## config.mk

```make
export PLATFORM = sky130hd
export DESIGN_NAME = mfp_mac_pipe
export DESIGN_NICKNAME = d
export VERILOG_FILES = /design/src/rtl/mfp_mac_pipe.sv
export SDC_FILE = /design/constraint.sdc
export NUM_CORES = 1
export LEC_CHECK = 0
export CORE_MARGIN = 2
export CORE_UTILIZATION = 55
export CTS_BUF_LIST = sky130_fd_sc_hd__clkbuf_2
export CTS_CLUSTER_SIZE = 25
export DETAILED_ROUTE_END_ITERATION = 12
export DONT_BUFFER_PORTS = 1
export PLACE_DENSITY = 0.7
export SLEW_MARGIN = 40
export SYNTH_ARGS = -nofsm -noshare
export SYNTH_HDL_FRONTEND = slang
export SYNTH_SLANG_ARGS = --single-unit
```

## constraint.sdc

```tcl
create_clock -name clk -period 11.1 [get_ports clk]
set_clock_uncertainty 0.2 [all_clocks]
set_input_delay 1.665 -clock clk [delete_from_list [all_inputs] [get_ports clk]]
set_output_delay 1.665 -clock clk [all_outputs]
set_load 0.005 [all_outputs]
```

## src/rtl/mfp_mac_pipe.sv

```systemverilog
// mfp_mac_pipe: 3-stage saturating fixed-point MAC (multiply, accumulate, shift+saturate) over in_first/in_last packets.
// Define MFP_MAC_ROUND_EN to round half up before the output shift instead of truncating.
module mfp_mac_pipe #(
  parameter int In1W = 8,
  parameter int In2W = 8,
  parameter int AccW = 20,
  parameter int OutW = 8,
  parameter int FracShift = 7,
  parameter int isUnsigned = 0
) (
  input  logic            clk,
  input  logic            rst,
  input  logic            in_valid,
  input  logic            in_first,
  input  logic            in_last,
  input  logic [In1W-1:0] a,
  input  logic [In2W-1:0] b,
  output logic            out_valid,
  output logic [OutW-1:0] out_data,
  output logic            out_sat
);
  localparam int PW = In1W + In2W;
  localparam bit US = isUnsigned != 0;
  localparam logic [AccW-1:0] ACC_MAX = {US, {(AccW-1){1'b1}}};
  localparam logic [AccW-1:0] ACC_MIN = {!US, {(AccW-1){1'b0}}};
  localparam logic [OutW-1:0] OUT_MAX = {US, {(OutW-1){1'b1}}};
  localparam logic [OutW-1:0] OUT_MIN = {!US, {(OutW-1){1'b0}}};
  logic v1, f1, l1, fin2, acc_sat;
  logic [PW-1:0] p1, ax, bx;
  logic [AccW-1:0] acc;
  logic [AccW:0] pe, ae, sum, rx, r;
  logic signed [AccW:0] rs;
  logic s_hi, s_lo, o_hi, o_lo;
  // All arithmetic runs one bit wider than the accumulator so overflow is visible before clamping
  always_comb begin
    ax = {{In2W{US ? 1'b0 : a[In1W-1]}}, a};
    bx = {{In1W{US ? 1'b0 : b[In2W-1]}}, b};
    pe = {{(AccW+1-PW){US ? 1'b0 : p1[PW-1]}}, p1};
    ae = {US ? 1'b0 : acc[AccW-1], acc};
    sum = (f1 ? '0 : ae) + pe;
    s_hi = US ? sum[AccW] : !sum[AccW] && sum[AccW-1];
    s_lo = !US && sum[AccW] && !sum[AccW-1];
`ifdef MFP_MAC_ROUND_EN
    rx = ae + (AccW+1)'(2**FracShift/2);
`else
    rx = ae;
`endif
    rs = $signed(rx) >>> FracShift;
    r = US ? rx >> FracShift : rs;
    o_hi = US ? |r[AccW:OutW] : !r[AccW] && |r[AccW-1:OutW-1];
    o_lo = !US && r[AccW] && !(&r[AccW-1:OutW-1]);
  end
  always_ff @(posedge clk or posedge rst) begin
    if (rst) begin
      v1 <= 1'b0;
      f1 <= 1'b0;
      l1 <= 1'b0;
      p1 <= '0;
      fin2 <= 1'b0;
      acc <= '0;
      acc_sat <= 1'b0;
      out_valid <= 1'b0;
      out_data <= '0;
      out_sat <= 1'b0;
    end else begin
      v1 <= in_valid;
      if (in_valid) begin
        f1 <= in_first;
        l1 <= in_last;
        p1 <= ax * bx;
      end
      fin2 <= v1 && l1;
      if (v1) begin
        acc <= s_hi ? ACC_MAX : s_lo ? ACC_MIN : sum[AccW-1:0];
        acc_sat <= s_hi || s_lo || (!f1 && acc_sat);
      end
      out_valid <= fin2;
      if (fin2) begin
        out_data <= o_hi ? OUT_MAX : o_lo ? OUT_MIN : r[OutW-1:0];
        out_sat <= acc_sat || o_hi || o_lo;
      end
    end
  end
endmodule

```

==> run summary, run 1 <==
outcome = finished, final reports clean
CTS resizes = 0
post-synthesis cell count = 603
maxcap violations = 0
io pins = 31
Max Root-Sink Buffers = 2
largest net degree at the start of global routing = 52
Final setup viols = 0
diode count = 0
largest area contributor in the netlist = dfrtp_1
count leader, synth = inv_1
Crit. End Element = flop
crit path kind = in -> reg
relative slew slack = 57.70%
final worst path period share = 50.03%
width of the die = 104.4 um
Synth Cell Area = 5539 um2
Initial Util = 56.67%
Post-DP Area = 5663 um2
most common flop cell mapped by yosys = dfrtp_1
Sw Ratio = 47.93%
Max Clk Rate = 0.1801 GHz
Syn Area/Cell = 9.186 um2
Placer Congestion = 0.8313
Logic pwr share = 73.6%
hold-fix buffers at CTS = 0
global route total overflow = 0
DRC = 0
hold path cells = 1
post-synth top area share = 23.04%
initial antenna violation count = 0
Filler cells = 908
pwr/cell area = 272.2 nW/um2
Worst-Margin Slew = 0.6344 ns
clock share of power = 4.9%
Detail Placement HPWL = 8279 um
Avg Vias per Cell = 5.466
PnR worst setup slack = 5.547 ns
DR vias = 4001
final hold vios = 0
first-pass GRT wire length = 18890 um
top cells by area, synth = dfrtp_1 23%, fa_1 20%, ha_1 12%, inv_1 7.3%, a21oi_1 4.4%
Wirelength per Cell = 14.05 um
area delta synth->final = 3.027%
Detail Route Antenna Nets = 0
Sequential Power Share = 21.5%
Finished Cell Area = 5707 um2
Root Driver = clkbuf_2
Hold WS = 0.3154 ns
Synth Area in Adders = 31.76%
Critical Path AT = 5.72 ns
Hold Crit Class = reg -> reg
vias in the first global route = 4146
CTS tree = yes
r2r worst-path depth = 13
number of synthesis warnings = 0
compound-gate portion of the synthesized area = 15.43%
Die Area = 10890 um2
Die H = 104.4 um
Post-synth EDFFs = 0
Core Area = 9774 um2
internal power = 0.8088 mW
RSZ-0062 raised after global routing = no
register area share after synthesis = 23.04%
setup_tns = 0 ns
Clock Sinks = 51
largest family of logic cells by synthesized area = adder cells
synth unique cells = 54
min cycle time layout = 5.553 ns
Slew Limit Fails = 0
CTS buffer count = 5
WL final = 10290 um
H-tree Lvls = 2
Initial DRC Count = 179
Setup Buffers After CTS = 0
Critical Path RT = 11.26 ns
clock-pin slew on the worst setup and hold paths = 0.24 ns
post-synthesis mux area share = 2.440%
Post-synth ARST share = 100.0%
Synth top cells by count = 107 x inv_1, 56 x fa_1, 51 x dfrtp_1, 51 x ha_1, 49 x a21oi_1
Post-layout nets = 726
# port buffers = 0
Leak = 2.700 nW
XOR/XNOR Fraction of Synth Area = 4.111%
startpoint class of the critical path = input pin
crit path max fanout = 8
drt first pass iters = 4
Total GRT Usage = 20.72%
simple-gate portion of the synthesized area = 14.95%
clk_lat worst skew = 0.45 ns
dpl ws = 5.063 ns
synthesized net count = 731
VDD IR max = 0.2413 mV
proportion of layout cells with a drive suffix above 1 = 6.177%
Switching Power = 0.7446 mW
row cnt = 36
flops & latches, synth = 51
==> routing by layer <==
layer	global-route usage [%]	wire length, um	vias up
li1	-	-	1970
met1	28.89	4827	1965
met2	35.29	5093	57
met3	2.381	283	9
met4	3.764	82	0
met5	0	0	-
==> worst paths after layout <==
path / to / slack, ns / startpoint
hold reg to reg: fin2 / 0.32 / l1
hold / removal: fin2 / 0.32 / l1
setup reg to reg: acc[4] / 6.38 / f1
min in group asynchronous: out_data[3] / 0.93 / rst
setup / recovery: p1[13] / 5.55 / a[5]
max in group asynchronous: f1 / 9.33 / rst
==> layout make-up <==
type                       instances  area (um2)  share of cell area (%)
multi-input combinational        431        3805                   66.67
clock inverter                     2       12.51                  0.2193
sequential                        51        1277                   22.39
tap                              133       166.4                   2.916
clock buffer                       6       30.03                  0.5262
timing repair buffer               1       7.507                  0.1316
inverter                         108       407.9                   7.148
==> critical path, cell delays in order <==
cell and delay [ns]:
and2_1 0.15, fa_1 0.53, inv_1 0.06, fa_1 0.53, inv_1 0.05, fa_1 0.52
inv_1 0.05, fa_1 0.53, inv_1 0.05, ha_1 0.32, inv_1 0.06, o21ai_0 0.11
a31o_2 0.28, a41oi_1 0.28, nor2b_1 0.19, xnor2_1 0.08, mux2_2 0.25
==> placed cells by master, fill, tap and decap left out, types with 3 or more instances in the layout <==
cell / count
fa_1: 56
o211ai_1: 9
dfrtp_1: 50
and2_1: 37
or3_1: 4
xor2_1: 6
o22a_1: 5
nor2_1: 34
a21o_1: 7
xnor2_1: 20
inv_1: 106
o21bai_1: 3
clkbuf_2: 6
o21ai_0: 20
a211oi_1: 5
a311oi_1: 3
o221ai_1: 3
mux2_2: 12
nand2b_1: 6
nor3_1: 7
nand3_1: 6
nor2b_1: 19
a21oi_1: 49
a31oi_1: 3
nand2_1: 33
ha_1: 51
==> stage by stage <==
| step | util, % | cells | power [mW] |
|---|---|---|---|
| finish | 58.38 | 732 | 1.553 |
| global route | 58.38 | 732 | 1.741 |
| CTS | 58.37 | 732 | 1.561 |
| detailed placement | 57.94 | 724 | 1.481 |
| global placement | 57.91 | 724 | 1.452 |
| floorplan | - | 603 | 1.272 |
==> registers in the layout (all words and copies together), names as in the netlist <==
name       flops
out_valid      1
acc           20
p1            16
f1             1
acc_sat        1
fin2           1
l1             1
out_sat        1
out_data       8
v1             1
==> logic make-up after synthesis <==
family                     count (synthesis)
muxes                                     12
and+or+nand+nor                          160
DFF                                       51
buffers and inverters                    121
xor gates and xnor gates                  26
AOI/OAI and AO/OA                        126
adders and majority gates                107
==> power by group through the flow <==
stage	logic, mW	clock network [mW]	registers (mW)
2_1_floorplan	0.957	0	0.316
3_3_place_gp	1.11	0	0.337
3_5_place_dp	1.14	0	0.340
4_1_cts	1.15	0.0764	0.335
5_1_grt	1.31	0.0840	0.344
6_report	1.14	0.0754	0.334
No activity file was read; power rests on OpenSTA's default activity.
==> inputs of run 2 (changes only) <==
--- a/config.mk
+++ b/config.mk
@@ -11,7 +11,7 @@
 export CTS_CLUSTER_SIZE = 25
 export DETAILED_ROUTE_END_ITERATION = 12
 export DONT_BUFFER_PORTS = 1
-export PLACE_DENSITY = 0.7
+export PLACE_DENSITY = 0.73
 export SLEW_MARGIN = 40
 export SYNTH_ARGS = -nofsm -noshare
 export SYNTH_HDL_FRONTEND = slang
==> constraint.sdc (replaced) <==
create_clock -name clk -period 4.5 [get_ports clk]
set_clock_uncertainty 0.2 [all_clocks]
set_input_delay 0.675 -clock clk [delete_from_list [all_inputs] [get_ports clk]]
set_output_delay 0.675 -clock clk [all_outputs]
set_load 0.005 [all_outputs]
==> run 2 against run 1 <==
Utilization increased by 3.1 points. Wire length increased by 5.8%. Total power increased to 2.7 times the previous value. Cell area increased by 5.3%. Non-clock buffer count increased by 24. Critical path depth decreased by 1. Sequential share of layout area decreased by 1.1 points. Sequential power increased by 150%. Final cell count increased by 3.1%. First-iteration DRC count decreased by 17%. Count of clock-buffer cells in the layout decreased by 1. Largest cell class unchanged. Highest routed layer unchanged.
==> run summary, run 2 (synthesized netlist as in run 1, its figures left out) <==
outcome = finished, final reports clean
final cell count without fillers = 755
VDD IR max = 0.4315 mV
Sw Ratio = 45.95%
width of the die = 104.4 um
Logic pwr share = 75.1%
FF+latch area = 1276 um2
proportion of layout cells with a drive suffix above 1 = 11.90%
final worst path period share = 94.60%
clk_lat worst skew = 0.45 ns
maxcap violations = 0
startpoint class of the critical path = flop
Core Util, Final = 61.48%
Max Root-Sink Buffers = 2
row cnt = 36
Worst-Margin Slew = 0.6292 ns
most frequent cells in the layout = 101 x inv_1, 56 x fa_1, 51 x dfrtp_1
Critical Path RT = 4.67 ns
Post-layout nets = 750
Max Clk Rate = 0.2349 GHz
Final setup viols = 0
Detail Placement HPWL = 8832 um
Critical Path AT = 4.43 ns
Avg Vias per Cell = 5.505
Initial Util = 56.67%
Root Driver = clkbuf_2
vias in the first global route = 4384
clock share of power = 5.6%
Die H = 104.4 um
largest net degree at the start of global routing = 52
Core Area = 9774 um2
met3 Use GR = 2.130%
WL final = 10890 um
RSZ-0062 raised after global routing = yes
io pins = 31
Critical R2R Capture = acc[9]
Total GRT Usage = 21.71%
r2r worst-path depth = 16
H-tree Lvls = 2
Detail Route Antenna Nets = 0
Hold WS = 0.07160 ns
R2R Path Start = f1
internal power = 2.291 mW
crit path max fanout = 19
global route total overflow = 0
initial antenna violation count = 0
final hold vios = 0
Crit. End Element = flop
hold_sp = in_valid
Slew Limit Fails = 0
reg2reg setup slack = 0.24 ns
area of the multi-input gates = 3900 um2
min cycle time layout = 4.257 ns
pwr/cell area = 705.3 nW/um2
hold path cells = 1
Clock Sinks = 51
Worst Hold End = p1[15]
first-pass GRT wire length = 19720 um
Regs by FF count = acc (20), p1 (16), out_data (8)
Switching Power = 1.948 mW
Top reg by flops = acc
commonest non-fill, non-tap cell in the layout = inv_1
DR vias = 4156
grt met2 use = 37.82%
GR Layer Usage met1 = 29.16%
# port buffers = 0
crit path kind = reg -> reg
drt first pass iters = 4
Filler cells = 873
CTS tree = yes
relative slew slack = 58.05%
Initial DRC Count = 149
CTS buffer count = 5
max FFs per register = 20
Leak = 2.829 nW
Die Area = 10890 um2
diode count = 0
clock-pin slew on the worst setup and hold paths = 0.25 ns
Wirelength per Cell = 14.42 um
Hold Crit Class = in -> reg
DRC = 0
GRT Max-Usage Layer = met2
area delta synth->final = 8.493%
Sequential Power Share = 19.3%
dpl cells = 745
Placer Congestion = 0.8836
run 2: through the flow:
stage / power [mW] / area (um2) / setup slack, ns / TNS [ns]
finish: 4.238 / 6010 / 0.2429 / 0
floorplan: 3.264 / 5624 / -0.002152 / -0.002152
global route: 4.751 / 6010 / -0.03134 / -0.06469
CTS: 4.230 / 5978 / 0.2565 / 0
global placement: 3.855 / 5903 / -0.1377 / -0.4393
detailed placement: 3.975 / 5906 / -0.2069 / -0.6733
run 2: cell type report:
| class | instances | share of cell area (%) |
|---|---|---|
| clock buffer | 5 | 0.4164 |
| inverter | 108 | 6.850 |
| clock inverter | 2 | 0.6246 |
| sequential | 51 | 21.24 |
| tap | 133 | 2.769 |
| multi-input combinational | 431 | 64.90 |
| timing repair buffer | 25 | 3.206 |
run 2: how the worst max path moves through the flow:
stage | cells after the start | slack [ns] | to | start
6_report | 16 | 0.24 | acc[9] | f1
2_1_floorplan | 17 | -0.002 | p1[13] | b[0]
3_5_place_dp | 17 | -0.21 | p1[14] | a[3]
3_3_place_gp | 17 | -0.14 | p1[14] | a[3]
4_1_cts | 16 | 0.26 | acc[4] | acc[0]
5_1_grt | 16 | -0.03 | acc[4] | f1
run 2: routing by layer:
metal / vias to the layer above / routed length [um]
met2: 80 / 5475
li1: 2019 / -
met5: - / 0
met4: 0 / 190
met1: 2038 / 4868
met3: 19 / 353
run 2: timing repair:
action / CTS / global route
hold endpoints to repair: 51 / 1
setup buffers: 0 / 1
setup endpoints to repair: 0 / 18
hold buffers: 1 / 1
resized for setup: 0 / 3
run 2: worst max-delay path, stage by stage (launching register included):
cell and delay [ns]:
dfrtp_1 0.48, buf_4 0.27, nor2b_1 0.09, ha_1 0.21
or3_1 0.41, a211oi_1 0.22, nor3b_2 0.29, o32ai_1 0.17
or4_1 0.54, a31oi_1 0.19, a21oi_1 0.10, inv_1 0.08
ha_1 0.21, clkinvlp_4 0.27, buf_4 0.23, a21oi_1 0.12
a21oi_1 0.08
run 2: power groups by stage:
stage,Clock [mW],Combinational [mW],Sequential (mW)
after floorplan,0,2.48,0.779
after global placement,0,3.03,0.827
after detailed placement,0,3.14,0.834
after CTS,0.243,3.16,0.823
after global routing,0.258,3.65,0.847
final,0.238,3.18,0.819
